## config.mk

```make
export PLATFORM = sky130hd
export DESIGN_NAME = regfile_wr_arbiter_flat
export DESIGN_NICKNAME = d
export VERILOG_FILES = /design/src/rtl/regfile_wr_arbiter_if.sv /design/src/rtl/regfile_wr_arbiter.sv /design/src/flat_wrapper.sv
export SDC_FILE = /design/constraint.sdc
export NUM_CORES = 1
export LEC_CHECK = 0
export ABC_AREA = 1
export ABC_CLOCK_PERIOD_IN_PS = 2250
export BUFFER_PORTS_ARGS = -buffer_cell sky130_fd_sc_hd__buf_2
export CELL_PAD_IN_SITES_DETAIL_PLACEMENT = 0
export CELL_PAD_IN_SITES_GLOBAL_PLACEMENT = 1
export CORE_MARGIN = 10
export CORE_UTILIZATION = 39
export DETAILED_ROUTE_END_ITERATION = 8
export GPL_ROUTABILITY_DRIVEN = 1
export GPL_TIMING_DRIVEN = 1
export PLACE_DENSITY = 0.85
export SYNTH_ARGS = -nofsm -noshare
export SYNTH_HDL_FRONTEND = slang
export SYNTH_SLANG_ARGS = --single-unit
```

## constraint.sdc

```tcl
create_clock -name clk -period 2.25 [get_ports clk]
set_input_delay 0 -clock clk [delete_from_list [all_inputs] [get_ports clk]]
set_output_delay 0 -clock clk [all_outputs]
set_load 0.03 [all_outputs]
```

## src/rtl/regfile_wr_arbiter_if.sv

```systemverilog
// Write-port bundle for regfile_wr_arbiter: pipeline writer A, buffered writer B, and the
// registered register-file write outputs. busy_mask exists only with REGARB_BUSY_MASK_EN.
interface regfile_wr_arbiter_if #(
    parameter int unsigned DEPTH = 4
);
    localparam int unsigned CW = $clog2(DEPTH) + 1;

    logic          a_we;
    logic [4:0]    a_wn;
    logic [31:0]   a_d;
    logic          a_stall;
    logic          b_valid;
    logic [4:0]    b_wn;
    logic [31:0]   b_d;
    logic          b_ready;
    logic [CW-1:0] b_count;
    logic [4:0]    wn;
    logic [31:0]   d;
    logic          we;
`ifdef REGARB_BUSY_MASK_EN
    logic [31:0]   busy_mask;
`endif

    modport master (
        output a_we, a_wn, a_d, b_valid, b_wn, b_d,
`ifdef REGARB_BUSY_MASK_EN
        input  busy_mask,
`endif
        input  a_stall, b_ready, b_count, wn, d, we
    );

    modport slave (
        input  a_we, a_wn, a_d, b_valid, b_wn, b_d,
`ifdef REGARB_BUSY_MASK_EN
        output busy_mask,
`endif
        output a_stall, b_ready, b_count, wn, d, we
    );
endinterface

```

## src/rtl/regfile_wr_arbiter.sv

```systemverilog
// Arbitrates the register-file write port between priority port A and a FIFO-buffered port B,
// forcing a B drain after STARVE_LIMIT waiting cycles. Optional busy_mask: REGARB_BUSY_MASK_EN.
module regfile_wr_arbiter #(
    parameter int unsigned DEPTH        = 4,
    parameter int unsigned STARVE_LIMIT = 8
) (
    input logic                 clk,
    input logic                 Clrn,
    regfile_wr_arbiter_if.slave bus
);
    localparam int unsigned PW = $clog2(DEPTH);
    localparam int unsigned CW = PW + 1;
    localparam int unsigned SW = $clog2(STARVE_LIMIT + 1);

    typedef enum logic {StNormal, StForce} state_e;

    state_e        state_q, state_d;
    logic [4:0]    mem_wn_q [DEPTH];
    logic [4:0]    mem_wn_d [DEPTH];
    logic [31:0]   mem_d_q  [DEPTH];
    logic [31:0]   mem_d_d  [DEPTH];
    logic [PW-1:0] rptr_q, rptr_d, wptr_q, wptr_d;
    logic [CW-1:0] count_q, count_d;
    logic [SW-1:0] starve_q, starve_d;
    logic          we_q, we_d;
    logic [4:0]    wn_q, wn_d;
    logic [31:0]   d_q, d_d;

    logic empty, full, push, pop, a_req, grant_a;

    always_comb begin
        empty   = (count_q == '0);
        full    = (count_q == CW'(DEPTH));
        push    = bus.b_valid && !full;
        a_req   = bus.a_we && (bus.a_wn != 5'd0);
        grant_a = 1'b0;
        pop     = 1'b0;
        // FORCE is only entered with a non-empty FIFO, so it always has a head to drain
        if (state_q == StForce) begin
            pop = !empty;
        end else if (a_req) begin
            grant_a = 1'b1;
        end else begin
            pop = !empty;
        end

        starve_d = (pop || empty) ? '0 : starve_q + SW'(1);
        state_d  = StNormal;
        if (state_q == StNormal && starve_d == SW'(STARVE_LIMIT)) state_d = StForce;

        mem_wn_d = mem_wn_q;
        mem_d_d  = mem_d_q;
        if (push) begin
            mem_wn_d[wptr_q] = bus.b_wn;
            mem_d_d[wptr_q]  = bus.b_d;
        end
        wptr_d  = wptr_q + PW'(push);
        rptr_d  = rptr_q + PW'(pop);
        count_d = count_q + CW'(push) - CW'(pop);

        we_d = 1'b0;
        wn_d = wn_q;
        d_d  = d_q;
        if (grant_a) begin
            we_d = 1'b1;
            wn_d = bus.a_wn;
            d_d  = bus.a_d;
        end else if (pop) begin
            we_d = (mem_wn_q[rptr_q] != 5'd0);
            wn_d = mem_wn_q[rptr_q];
            d_d  = mem_d_q[rptr_q];
        end
    end

    always_ff @(posedge clk or negedge Clrn) begin
        if (!Clrn) begin
            state_q  <= StNormal;
            for (int i = 0; i < DEPTH; i++) begin
                mem_wn_q[i] <= '0;
                mem_d_q[i]  <= '0;
            end
            rptr_q   <= '0;
            wptr_q   <= '0;
            count_q  <= '0;
            starve_q <= '0;
            we_q     <= 1'b0;
            wn_q     <= '0;
            d_q      <= '0;
        end else begin
            state_q  <= state_d;
            mem_wn_q <= mem_wn_d;
            mem_d_q  <= mem_d_d;
            rptr_q   <= rptr_d;
            wptr_q   <= wptr_d;
            count_q  <= count_d;
            starve_q <= starve_d;
            we_q     <= we_d;
            wn_q     <= wn_d;
            d_q      <= d_d;
        end
    end

    assign bus.a_stall = (state_q == StForce) && bus.a_we;
    assign bus.b_ready = !full;
    assign bus.b_count = count_q;
    assign bus.we      = we_q;
    assign bus.wn      = wn_q;
    assign bus.d       = d_q;

`ifdef REGARB_BUSY_MASK_EN
    logic [31:0]   busy_mask;
    logic [PW-1:0] idx;
    always_comb begin
        busy_mask = '0;
        idx       = '0;
        for (int i = 0; i < DEPTH; i++) begin
            idx = rptr_q + PW'(i);
            if (CW'(i) < count_q) busy_mask[mem_wn_q[idx]] = 1'b1;
        end
        if (we_q) busy_mask[wn_q] = 1'b1;
        busy_mask[0] = 1'b0;
    end
    assign bus.busy_mask = busy_mask;
`endif
endmodule
```

## src/flat_wrapper.sv

```systemverilog
// flat-port wrapper written by rule: the top's interface ports become plain ports
module regfile_wr_arbiter_flat 
#(
    parameter int unsigned DEPTH        = 4,
    parameter int unsigned STARVE_LIMIT = 8
)
  (clk, Clrn, bus_a_we, bus_a_wn, bus_a_d, bus_b_valid, bus_b_wn, bus_b_d, bus_a_stall, bus_b_ready, bus_b_count, bus_wn, bus_d, bus_we);
  regfile_wr_arbiter_if #(.DEPTH(DEPTH)) bus_i ();
  input logic clk;
  input logic Clrn;
  input wire logic [$bits(bus_i.a_we)-1:0] bus_a_we;
  input wire logic [$bits(bus_i.a_wn)-1:0] bus_a_wn;
  input wire logic [$bits(bus_i.a_d)-1:0] bus_a_d;
  input wire logic [$bits(bus_i.b_valid)-1:0] bus_b_valid;
  input wire logic [$bits(bus_i.b_wn)-1:0] bus_b_wn;
  input wire logic [$bits(bus_i.b_d)-1:0] bus_b_d;
  output wire logic [$bits(bus_i.a_stall)-1:0] bus_a_stall;
  output wire logic [$bits(bus_i.b_ready)-1:0] bus_b_ready;
  output wire logic [$bits(bus_i.b_count)-1:0] bus_b_count;
  output wire logic [$bits(bus_i.wn)-1:0] bus_wn;
  output wire logic [$bits(bus_i.d)-1:0] bus_d;
  output wire logic [$bits(bus_i.we)-1:0] bus_we;
  assign bus_i.a_we = bus_a_we;
  assign bus_i.a_wn = bus_a_wn;
  assign bus_i.a_d = bus_a_d;
  assign bus_i.b_valid = bus_b_valid;
  assign bus_i.b_wn = bus_b_wn;
  assign bus_i.b_d = bus_b_d;
  assign bus_a_stall = bus_i.a_stall;
  assign bus_b_ready = bus_i.b_ready;
  assign bus_b_count = bus_i.b_count;
  assign bus_wn = bus_i.wn;
  assign bus_d = bus_i.d;
  assign bus_we = bus_i.we;
  regfile_wr_arbiter #(.DEPTH(DEPTH), .STARVE_LIMIT(STARVE_LIMIT)) u_core (.clk(clk), .Clrn(Clrn), .bus(bus_i));
endmodule
```

# After elaboration in Yosys (flattened, before gate mapping)
# Cells that the tools add are included.
[op_classes] n_addsub=5 n_lt_le_gt_ge=3 n_eq_ne=2 mux=24 bitwise=3 reduce_logical=12
[ops] operator="$mux 32" n=5
[ops] operator="$bwmux 128" n=1
[ops] operator="$bmux 32 s2" n=1
[ops] operator="$demux 32 s2" n=1
[ops] operator="$mux 5" n=5
[ops] operator="$bwmux 20" n=1
[ops] operator="$bmux 5 s2" n=1
[ops] operator="$demux 5 s2" n=1
[ops] operator="$reduce_bool 5->1" n=2
[ops] operator="$mux 1" n=7
[ops] operator="$ge 3x3->1 const B" n=2
[ops] operator="$not 2->3" n=2
[ops] operator="$logic_and 1x1->1" n=5
[ops] operator="$add 2x1->2" n=2
[ops] operator="$add 4x1->4 const B" n=1
[ops] operator="$eq 4x4->1 const B" n=1
[ops] operator="$mux 4" n=1
[ops] operator="$add 3x1->3" n=1
[ops] operator="$eq 3x3->1 const B" n=1
[ops] operator="$logic_not 3->1" n=1
[ops] operator="$lt 3x1->1 const B" n=1
[ops] operator="$sub 3x1->3" n=1
[ops] operator="$logic_not 1->1" n=2
[ops] operator="$reduce_bool 2->1" n=1
[ops] operator="2 further kinds" n=2
[word_totals] ff_bits=198 in_bits=78 output_inout_bits=43 elab_cells=65

# Longest topological paths before layout
# Gate-level depths: netlist (run 1).
[depth] depth_word=9 depth_mapped=12 mapped_depth_nobuf=11

# Worst setup path before layout (run 1)
# No wires, ideal clock.
[synth_path] path_type="register -> register" start="register u_core.count_q[2] (netlist: u_core.bus.b_count[2])" end="register u_core.count_q[2] (netlist: u_core.bus.b_count[2])" setup_ps=123 t_arrival_ps=2196 required_ps=2127 path_slack_ps=-69 path_stages_with_launch=11 path_buffers=2 synth_period_minus_slack_ps=2319 cell_sequence="dfrtp_1 -> nor3_1 -> buf_2 -> nor2_1 -> buf_2 -> ha_1 -> inv_1 -> ha_1 -> inv_1 -> fa_1 -> xnor2_1"
[synth_between] elab_chain_cells=5 word_cells_on_any_way=9 classes_between="2 x add/sub; 1 x eq/ne; 2 x mux; 4 x reduce/logical"
[synth_lines] item="start, declared" line="regfile_wr_arbiter.sv:23" rtl="logic [CW-1:0] count_q, count_d;"
[synth_lines] item="start signal, assigned" line="regfile_wr_arbiter.sv:95" rtl="count_q <= count_d;"
[synth_lines] item="$eq 3x3->1 / $logic_not 3->1 (equally long branches)" line="regfile_wr_arbiter.sv:33, regfile_wr_arbiter.sv:32"
[synth_lines] item="$logic_not 1->1 (on tied branches)" line="regfile_wr_arbiter.sv:34, regfile_wr_arbiter.sv:40, regfile_wr_arbiter.sv:44"
[synth_lines] item="$logic_and 1x1->1 / $mux 1 (equally long branches)" line="regfile_wr_arbiter.sv:34, regfile_wr_arbiter.sv:41"
[synth_lines] item="$add 3x1->3 / $mux 1 (equally long branches)" line="regfile_wr_arbiter.sv:59, regfile_wr_arbiter.sv:39"
[synth_lines] item="$sub 3x1->3 *" line="regfile_wr_arbiter.sv:59" rtl="count_d = count_q + CW'(push) - CW'(pop);"
[synth_lines] item="net u_core.count_d[2]" line="regfile_wr_arbiter.sv:23"
# Mark *: on every way through the listed nets, which the timed path passes. The rest lies on a longest branch.
# A chain may end at the register's enable or synchronous reset.

# Worst setup path in the final report (run 1)
[layout_path] start="register u_core.state_q" end="register u_core.count_q[2] (netlist: u_core.bus.b_count[2])"
[layout_between] elab_chain_cells=2
[layout_lines] item="start, declared" line="regfile_wr_arbiter.sv:17" rtl="state_e state_q, state_d;"
[layout_lines] item="start signal, assigned" line="regfile_wr_arbiter.sv:77" rtl="state_q <= StNormal;"
[layout_lines] item="start signal, assigned" line="regfile_wr_arbiter.sv:90" rtl="state_q <= state_d;"
[layout_lines] item="$mux 1" line="regfile_wr_arbiter.sv:39" rtl="if (state_q == StForce) begin"
[layout_lines] item="$sub 3x1->3" line="regfile_wr_arbiter.sv:59"
[layout_lines] item="net u_core.count_d[2]" line="regfile_wr_arbiter.sv:23"
# The timed path passes the listed nets, and every way through them passes these cells.

==> results of run 1 <==
## Yosys cell counts, drive strengths merged
master	count
nand2	386
nor3	1
nand4	3
nor2	53
a21oi	2
xnor2	2
nand3	63
o21ai	203
o211ai	5
xor2	4
clkbuf	31
dfrtp	198
fa	1
inv	54
a21boi	1
o22ai	19
ha	5
buf	39
## state kept, by name, summed over array words and instances, names as in the netlist
register / count
u_core.bus.b_count: 3
u_core.bus.d: 32
u_core.bus.we: 1
u_core.bus.wn: 5
u_core.mem_d_q: 128
u_core.mem_wn_q: 20
u_core.rptr_q: 2
u_core.starve_q: 4
u_core.state_q: 1
u_core.wptr_q: 2
## worst max-delay path, delay by kind of cell (launching register included)
kind | cells | cell delay [ps]
buffers and inverters | 3 | 240
and+or+nand+nor | 3 | 360
DFF | 1 | 390
xor gates and xnor gates | 1 | 140
adders and majority gates | 3 | 770
## cell families after synthesis
| family | Yosys count | synth area share (%) |
|---|---|---|
| flip-flops | 198 | 56.1 |
| XOR/XNOR | 6 | 0.595 |
| adder cells (fa/ha/maj) | 6 | 0.936 |
| AO/OA/AOI/OAI | 230 | 13.6 |
| AND/OR/NAND/NOR | 506 | 22.6 |
| buffers and inverters | 124 | 6.12 |
## per-layer routing
layer	track usage, %	part of all wire (%)	up-vias
li1	-	-	3805
met1	24.3	48	3672
met2	27.4	45	220
met3	4.37	6.1	13
met4	3.85	0.68	0
met5	0	0	-
## power by group through the flow
stage / combinational [W] / sequential [W] / clock [W]
5_1_grt: 0.00746 / 0.00624 / 0.00339
3_3_place_gp: 0.00643 / 0.00604 / 0
6_report: 0.00663 / 0.00606 / 0.00317
4_1_cts: 0.00666 / 0.00604 / 0.00323
2_1_floorplan: 0.00379 / 0.00666 / 0
3_5_place_dp: 0.00653 / 0.00610 / 0
## worst paths after layout
| check | slack (ps) | cells after the start | start | end |
|---|---|---|---|---|
| max in group asynchronous | 1300 | 3 | Clrn | u_core.bus.d[0] |
| worst min-delay path | 20 | 5 | bus_a_we | u_core.starve_q[0] |
| worst max-delay path | 240 | 10 | u_core.state_q | u_core.bus.b_count[2] |
| worst min register to register | 470 | 2 | u_core.bus.wn[3] | u_core.bus.wn[3] |
| worst max register to register | 240 | 10 | u_core.state_q | u_core.bus.b_count[2] |
| min in group asynchronous | 120 | 2 | Clrn | u_core.mem_d_q[127] |
## per-stage QoR
stage	utilization, %	setup WS (ps)	std cells	power (W)
3_5_place_dp	44.6	250	1430	0.0126
4_1_cts	50.8	229	1538	0.0159
6_report	50.8	238	1539	0.0159
5_1_grt	50.8	62.7	1538	0.0171
2_1_floorplan	-	31.5	1070	0.0105
3_3_place_gp	44.6	297	1430	0.0125
## final cells by class
class / count / area share, %
sequential: 198 / 44.3
multi-input combinational: 748 / 30.0
timing repair buffer: 226 / 15.3
clock buffer: 17 / 3.80
tap: 280 / 3.13
inverter: 54 / 1.81
clock inverter: 15 / 1.67
antenna: 1 / 0.0224
==> results.yml, run 1 <==
status:
  run_status: "complete, no violations"
sta:
  rsz0062_at_grt: "no"
  period_needed_ps: 2010
  hold_violations: 0
  finClkSkew_ps: 12.8
  hold_ws_ps: 19.8
  setup_tns_ps: 0
  max_freq_mhz: 497
  setup_viol: 0
  fin_crit_sh_pct: 89.4
  slew_viol_final: 0
  tightest_slew_ps: 566
  slew-limit-headroom_pct: 62.2
drt:
  drc_errors: 0
  via_count: 7710
  wl_per_cell_um: 16.3
  vias_per_cell: 5.01
  ant_nets: 0
  drt_wl_total_mm: 25.1
  dr.pass1.iters: 5
  drt_iter0_drc: 653
setup_path:
  cp_cell_sequence: "nor2_2 > nand2_1 > inv_1 > nor2_2 > ha_1 > inv_1 > ha_1 > inv_1 > fa_1 > xnor2_1"
  critical_path_arrival_ps: 2330
  worstPathRequired_ps: 2560
  worstSetupPathType: "register to register"
  worst_path_largest_cell_delay_ps: 390
  start_kind: "register"
  critPathMaxFanout: 4
  cp-end-kind: "register"
  critPathMostFrequentCell: "inv_1"
  crit_slowest_cell: "dfrtp_1"
die:
  dieArea_um2: 29000
  core_area_um2: 22000
  start_util_pct: 40.1
  dieHeight_um: 170
  die_width_um: 170
  num_io_pins: 121
  rows: 54
layout:
  final_cell_mix: "383 x nand2_1, 195 x dfrtp_1, 152 x o21ai_0, 119 x buf_2, 76 x dlygate4sd3_1"
  finalInstanceArea_um2: 11200
  area_growth_pct: 26.8
  fill_cells: 2105
  layout.cells.most_common: "nand2_1"
  drive_above_1_share_pct: 15.7
  register_area_um2: 4960
  multi_input_comb_area_um2: 3360
  nets: 1329
global_route:
  grt_pass1_vias: 7529
  grt_usage_pct: 17.6
  grt_max_degree: 77
  grt_antenna_before_repair: 1
  overflow: 0
  grt_pass1_wl_mm: 40.9
power:
  switching_share_pct: 42.5
  ir_worst_vdd_uv: 620
  seq_power_share_pct: 38.2
  clockPowerShare_pct: 20.0
  p_sw_w: 0.00674
  p_per_area_nw_per_um2: 1420
  p_comb_share_pct: 41.8
  p_leak_nw: 5.55
  intPower_w: 0.00912
logic_synthesis:
  yosys_warnings: 0
  synth_area_leaders: "dfrtp_1 56%, nand2_1 16%, o21ai_0 8.6%"
  synth_top_cell_by_area: "dfrtp_1"
  ys_ff_latch: 198
  ys_seq_area_share_pct: 56.1
  syn-num-nets: 1154
  synth_cell_types: 25
  syn_inst: 1070
  avgSynthCellArea_um2: 8.25
  syn-cell-area_um2: 8830
  netlist.area_leader.share_pct: 56.1
clock_tree:
  insertion_delay_ps: 440
  hold_buffers: 76
  cts_made_buffers: 17
  post_cts_resized: 0
  htree_levels: 4
  post_cts_buffers: 0
  clkTransAtPathRegs_ps: 70
  cts_tree: "yes"
  cts.sinks: 198
  clock_path_buffers: 2
  cts_root_buffer: "clkbuf_16"
placed_design:
  hpwl_mm: 15.7
  gp_congestion: 0.765
  place_area_um2: 9820
  port_buffers: 120
run:
  drv_cap: 0
min_path:
  hold_path.class: "input port to register"
Power figures use the tool's default switching activity.
==> run 2, diff against run 1 <==
--- a/config.mk
+++ b/config.mk
@@ -5,17 +5,17 @@
 export SDC_FILE = /design/constraint.sdc
 export NUM_CORES = 1
 export LEC_CHECK = 0
-export ABC_AREA = 1
 export ABC_CLOCK_PERIOD_IN_PS = 2250
 export BUFFER_PORTS_ARGS = -buffer_cell sky130_fd_sc_hd__buf_2
 export CELL_PAD_IN_SITES_DETAIL_PLACEMENT = 0
 export CELL_PAD_IN_SITES_GLOBAL_PLACEMENT = 1
 export CORE_MARGIN = 10
-export CORE_UTILIZATION = 39
+export CORE_UTILIZATION = 43
 export DETAILED_ROUTE_END_ITERATION = 8
 export GPL_ROUTABILITY_DRIVEN = 1
 export GPL_TIMING_DRIVEN = 1
-export PLACE_DENSITY = 0.85
+export PLACE_DENSITY = 0.84
+export SLEW_MARGIN = 10
 export SYNTH_ARGS = -nofsm -noshare
 export SYNTH_HDL_FRONTEND = slang
 export SYNTH_SLANG_ARGS = --single-unit
==> results.yml, run 2 <==
status:
  run_status: "complete, no violations"
setup_path:
  rr_worst_depth: 10
  worstSetupPathType: "register to register"
  critical_path_arrival_ps: 2480
  r2r_end: "u_core.bus.b_count[2]"
  worstPathRequired_ps: 2590
  critPathMaxFanout: 3
  start_kind: "register"
  rrSetupSlack_ps: 110
  cp-end-kind: "register"
  rr_startpoint: "u_core.state_q"
layout:
  multi_input_comb_area_um2: 3630
  final_cell_mix: "193 x dfrtp_1, 119 x mux2_2, 119 x buf_2, 76 x dlygate4sd3_1, 38 x nor2_1"
  regMostFlops: "u_core.mem_d_q"
  layout.cells.most_common: "dfrtp_1"
  largest_reg_flops: 128
  drive_above_1_share_pct: 47.6
  area_growth_pct: 26.1
  fill_cells: 1643
  nets: 854
  register_area_um2: 4960
  finalInstanceArea_um2: 11100
  fin_util_pct: 54.9
sta:
  max_freq_mhz: 467
  period_needed_ps: 2140
  finClkSkew_ps: 10.2
  final.setup.worst_slack_ps: 107
  slew_viol_final: 0
  tightest_slew_ps: 774
  slew-limit-headroom_pct: 48.4
  rsz0062_at_grt: "no"
  hold_violations: 0
  setup_viol: 0
  hold_ws_ps: 135
  fin_crit_sh_pct: 95.2
drt:
  drc_errors: 0
  drt_wl_total_mm: 20.0
  vias_per_cell: 5.08
  wl_per_cell_um: 19.0
  ant_nets: 0
  via_count: 5358
  dr.pass1.iters: 4
  drt_iter0_drc: 257
power:
  ir_worst_vdd_uv: 643
  seq_power_share_pct: 39.4
  p_comb_share_pct: 42.7
  p_leak_nw: 4.86
  intPower_w: 0.0107
  p_per_area_nw_per_um2: 1460
  p_sw_w: 0.00559
  clockPowerShare_pct: 18.0
  switching_share_pct: 34.4
logic_synthesis:
  syn-num-nets: 653
  synth_mux_area_share_pct: 33.7
  syn_inst: 569
  yosys.area_share.adder_pct: 0.936
  synth_cell_types: 33
  synth_top_cell_by_area: "dfrtp_1"
  netlist.area_leader.share_pct: 56.2
  avgSynthCellArea_um2: 15.5
  yosys_warnings: 0
  synth_xor_area_share_pct: 0.596
  synthTopCellsByCount: "198 x dfrtp_1, 119 x mux2_2, 38 x nor2_1"
  synth-compound-area-share_pct: 2.36
  synth_area_leaders: "dfrtp_1 56%, mux2_2 15%, mux4_2 9.4%"
  synth_top_family_by_area: "multiplexers"
  synth_edf_count: 0
  ys_ff_latch: 198
  synthSimpleGateAreaFrac_pct: 3.16
  syn-cell-area_um2: 8820
  async_reset_ff_share_pct: 100
  synth_ff_type: "dfrtp_1"
  ys_seq_area_share_pct: 56.2
  synth.most_common_cell: "dfrtp_1"
clock_tree:
  clock_path_buffers: 2
  htree_levels: 4
  cts.sinks: 198
  insertion_delay_ps: 430
  clkTransAtPathRegs_ps: 80
  cts_tree: "yes"
  cts_root_buffer: "clkbuf_16"
  cts_made_buffers: 17
  post_cts_buffers: 0
placed_design:
  place_area_um2: 9780
  hpwl_mm: 13.6
  port_buffers: 120
  gp_congestion: 0.715
  dpl_worst_slack_ps: -138
die:
  die_width_um: 163
  dieHeight_um: 163
  rows: 52
  num_io_pins: 121
  dieArea_um2: 26600
  start_util_pct: 43.6
  core_area_um2: 20200
global_route:
  grt_usage_pct: 15.3
  grt_max_degree: 79
  overflow: 0
  grt_pass1_wl_mm: 32.3
  grt_antenna_before_repair: 2
  grt_pass1_vias: 6188
min_path:
  hold_path.class: "input port to asynchronous set/reset pin"
run:
  drv_cap: 0
## run 2: cell count changes after synthesis, moves of 46 or more
cell     before  now
inv_1        51    5
nand2_1     385    0
o21ai_1      51    2
mux2_2        0  119
nand3_1      63    1
o21ai_0     152    0
## run 2: how the worst max path moves through the flow
stage                                from               endpoint  slack (ps)  depth (start not counted)
detailed placement            bus_a_wn[3]  u_core.bus.b_count[2]        -140                         11
finish                     u_core.state_q  u_core.bus.b_count[2]         110                         10
global route               u_core.state_q  u_core.bus.b_count[2]           2                         10
global placement              bus_a_wn[3]  u_core.bus.b_count[2]         -20                         11
CTS                        u_core.state_q  u_core.bus.b_count[2]          80                         10
floorplan           u_core.bus.b_count[2]  u_core.bus.b_count[2]         -40                         10
## run 2: what timing repair did
action / CTS / global route
endpoints found under the setup margin: 1 / 1
resized for setup: 1 / 1
hold buffers: 76 / 0
endpoints found under the hold margin: 253 / 0
## run 2: power groups by stage
stage               combinational [W]  clock (W)  sequential (W)
finish                        0.00694    0.00292         0.00640
global route                  0.00749    0.00313         0.00661
CTS                           0.00708    0.00298         0.00641
detailed placement            0.00694          0         0.00646
global placement              0.00668          0         0.00624
floorplan                     0.00470          0         0.00680
## run 2: cells by family after synthesis
logic type               after synthesis
multiplexers                         221
flip-flops                           198
AND/OR/NAND/NOR                       57
buffers and inverters                 41
AO/OA/AOI/OAI                         40
XOR/XNOR                               6
adder cells (fa/ha/maj)                6
## run 2: worst max-delay path, stage by stage, from the launching register on
cell and delay, ps:
dfrtp_1 400, nor2b_2 180, o21ai_4 90, nor2b_1 160, ha_1 280, inv_1 60
ha_1 150, inv_1 60, fa_2 360, xnor2_2 200, xnor2_1 140
## run 2: through the flow
step	instances	setup TNS, ps	power, W
after floorplan	569	-42.6	0.0115
after global placement	945	-19.2	0.0129
after detailed placement	945	-159	0.0134
after CTS	1053	0	0.0165
after global routing	1054	0	0.0172
final	1055	0	0.0163
## run 2: cell type report
class,count,share of cell area [%]
antenna,2,0.0450
clock buffer,20,4.11
clock inverter,12,0.979
inverter,5,0.169
multi-input combinational,330,32.7
sequential,198,44.6
tap,270,3.04
timing repair buffer,218,14.4
## run 2: metal layers
layer | global-route usage [%] | routed length, µm | share of wire, % | vias up
met4 | 5.16 | 263 | 1.3 | 0
met5 | 0 | 0 | 0 | -
met3 | 3.35 | 864 | 4.3 | 19
met1 | 18.0 | 8290 | 41 | 2763
li1 | - | - | - | 2473
met2 | 27.1 | 10600 | 53 | 103
==> run 3, diff against run 2 <==
--- a/config.mk
+++ b/config.mk
@@ -7,6 +7,7 @@
 export LEC_CHECK = 0
 export ABC_CLOCK_PERIOD_IN_PS = 2250
 export BUFFER_PORTS_ARGS = -buffer_cell sky130_fd_sc_hd__buf_2
+export CAP_MARGIN = 15
 export CELL_PAD_IN_SITES_DETAIL_PLACEMENT = 0
 export CELL_PAD_IN_SITES_GLOBAL_PLACEMENT = 1
 export CORE_MARGIN = 10
@@ -15,6 +16,7 @@
 export GPL_ROUTABILITY_DRIVEN = 1
 export GPL_TIMING_DRIVEN = 1
 export PLACE_DENSITY = 0.84
+export RECOVER_POWER = 25
 export SLEW_MARGIN = 10
 export SYNTH_ARGS = -nofsm -noshare
 export SYNTH_HDL_FRONTEND = slang
==> results.yml, run 3 (synthesized netlist as in run 2, its figures left out) <==
sta:
  final.setup.worst_slack_ps: 108
  period_needed_ps: 2140
  hold_ws_ps: 151
  fin_crit_sh_pct: 95.2
  setup_viol: 0
  slew-limit-headroom_pct: -18.9
  max_freq_mhz: 467
  rsz0062_at_grt: "no"
  tightest_slew_ps: 1780
  hold_violations: 0
  finClkSkew_ps: 10.6
  slew_viol_final: 70
drt:
  drt_wl_total_mm: 20.0
  via_count: 5360
  dr.pass1.iters: 4
  wl_per_cell_um: 19.0
  top_layer_used: "met4"
  ant_nets: 0
  drt_iter0_drc: 211
  wl_met2_mm: 10.6
  drc_errors: 0
  m1WireLength_mm: 8.32
  vias_per_cell: 5.08
  wl_met3_um: 826
placed_design:
  hpwl_mm: 13.6
  dpl_worst_slack_ps: -138
  gp_congestion: 0.715
  dp_cells: 945
  place_area_um2: 9780
  port_buffers: 120
layout:
  drive_above_1_share_pct: 47.5
  regMostFlops: "u_core.mem_d_q"
  layout.cells.most_common: "dfrtp_1"
  finalInstanceArea_um2: 11100
  final_cell_mix: "193 x dfrtp_1, 119 x mux2_2, 118 x buf_2, 76 x dlygate4sd3_1, 38 x nor2_1"
  final_cells: 1055
  largest_reg_flops: 128
  area_growth_pct: 26.0
  nets: 854
  fill_cells: 1647
global_route:
  grt_pass1_vias: 6188
  grt_usage_pct: 15.3
  grt_pass1_wl_mm: 32.3
  overflow: 0
  grt_max_degree: 79
  grt_antenna_before_repair: 2
clock_tree:
  clock_path_buffers: 2
  cts_tree: "yes"
  cts_made_buffers: 17
  cts_root_buffer: "clkbuf_16"
  clkTransAtPathRegs_ps: 70
  htree_levels: 4
  cts.sinks: 198
  insertion_delay_ps: 430
die:
  rows: 52
  num_io_pins: 121
  dieHeight_um: 163
  start_util_pct: 43.6
  dieArea_um2: 26600
  die_width_um: 163
  core_area_um2: 20200
setup_path:
  worstPathRequired_ps: 2590
  critPathMaxFanout: 3
  critical_path_arrival_ps: 2490
  worstSetupPathType: "register to register"
  cp-end-kind: "register"
  start_kind: "register"
power:
  p_leak_nw: 4.85
  ir_worst_vdd_uv: 644
  p_per_area_nw_per_um2: 1460
status:
  violations: "capacitance limit, slew limit"
  run_status: "complete, but fails checks"
min_path:
  hold_path.class: "input port to register"
run:
  drv_cap: 1
[run 3: worst paths after layout]
check / startpoint / endpoint / slack, ps / cells after the start
setup / recovery: u_core.state_q / u_core.bus.b_count[2] / 110 / 10
max in group asynchronous: Clrn / u_core.mem_wn_q[18] / 380 / 3
hold / removal: bus_a_we / u_core.bus.wn[0] / 150 / 4
setup reg to reg: u_core.state_q / u_core.bus.b_count[2] / 110 / 10
min in group asynchronous: Clrn / u_core.mem_d_q[57] / 590 / 2
hold reg to reg: u_core.mem_d_q[49] / u_core.mem_d_q[49] / 500 / 1
[run 3: timing repair]
item,CTS,global route
hold endpoints to repair,253,0
pin swaps,0,0
endpoints found under the setup margin,1,1
gates resized for setup,1,1
hold buffers,76,0
buffers inserted,0,0
[run 3: per-layer routing]
metal | vias up | track usage [%]
met2 | 89 | 27.1
met4 | 0 | 5.16
met1 | 2769 | 18.0
met3 | 23 | 3.35
met5 | - | 0
li1 | 2479 | -
[run 3: power by group]
group / internal (W) / switching, W / total [W]
clock network: 0.00151 / 0.00141 / 0.00293
logic: 0.00379 / 0.00314 / 0.00694
registers: 0.00536 / 0.00104 / 0.00641
[run 3: critical path, cell delays in order, from the launching register on]
cell     delay [ps]
dfrtp_1         400
nor2b_2         180
o21ai_4          90
nor2b_1         150
ha_1            280
inv_1            60
ha_1            150
inv_1            60
fa_2            360
xnor2_2         200
xnor2_1         140
[run 3: metrics by stage]
step | utilization [%] | setup TNS, ps | total power (W)
after floorplan | - | -42.6 | 0.0115
after global placement | 48.3 | -19.2 | 0.0129
after detailed placement | 48.3 | -159 | 0.0134
after CTS | 54.9 | 0 | 0.0165
after global routing | 54.9 | 0 | 0.0172
final | 54.9 | 0 | 0.0163
[run 3: area by class of cell]
type | instances | area (µm²) | area share (%)
Clock buffer | 20 | 457 | 4.11
Antenna cell | 2 | 5.00 | 0.0451
Clock inverter | 12 | 109 | 0.980
Sequential cell | 198 | 4960 | 44.7
Tap cell | 270 | 338 | 3.04
Multi-Input combinational cell | 330 | 3630 | 32.7
Inverter | 5 | 18.8 | 0.169
Timing Repair Buffer | 218 | 1590 | 14.3
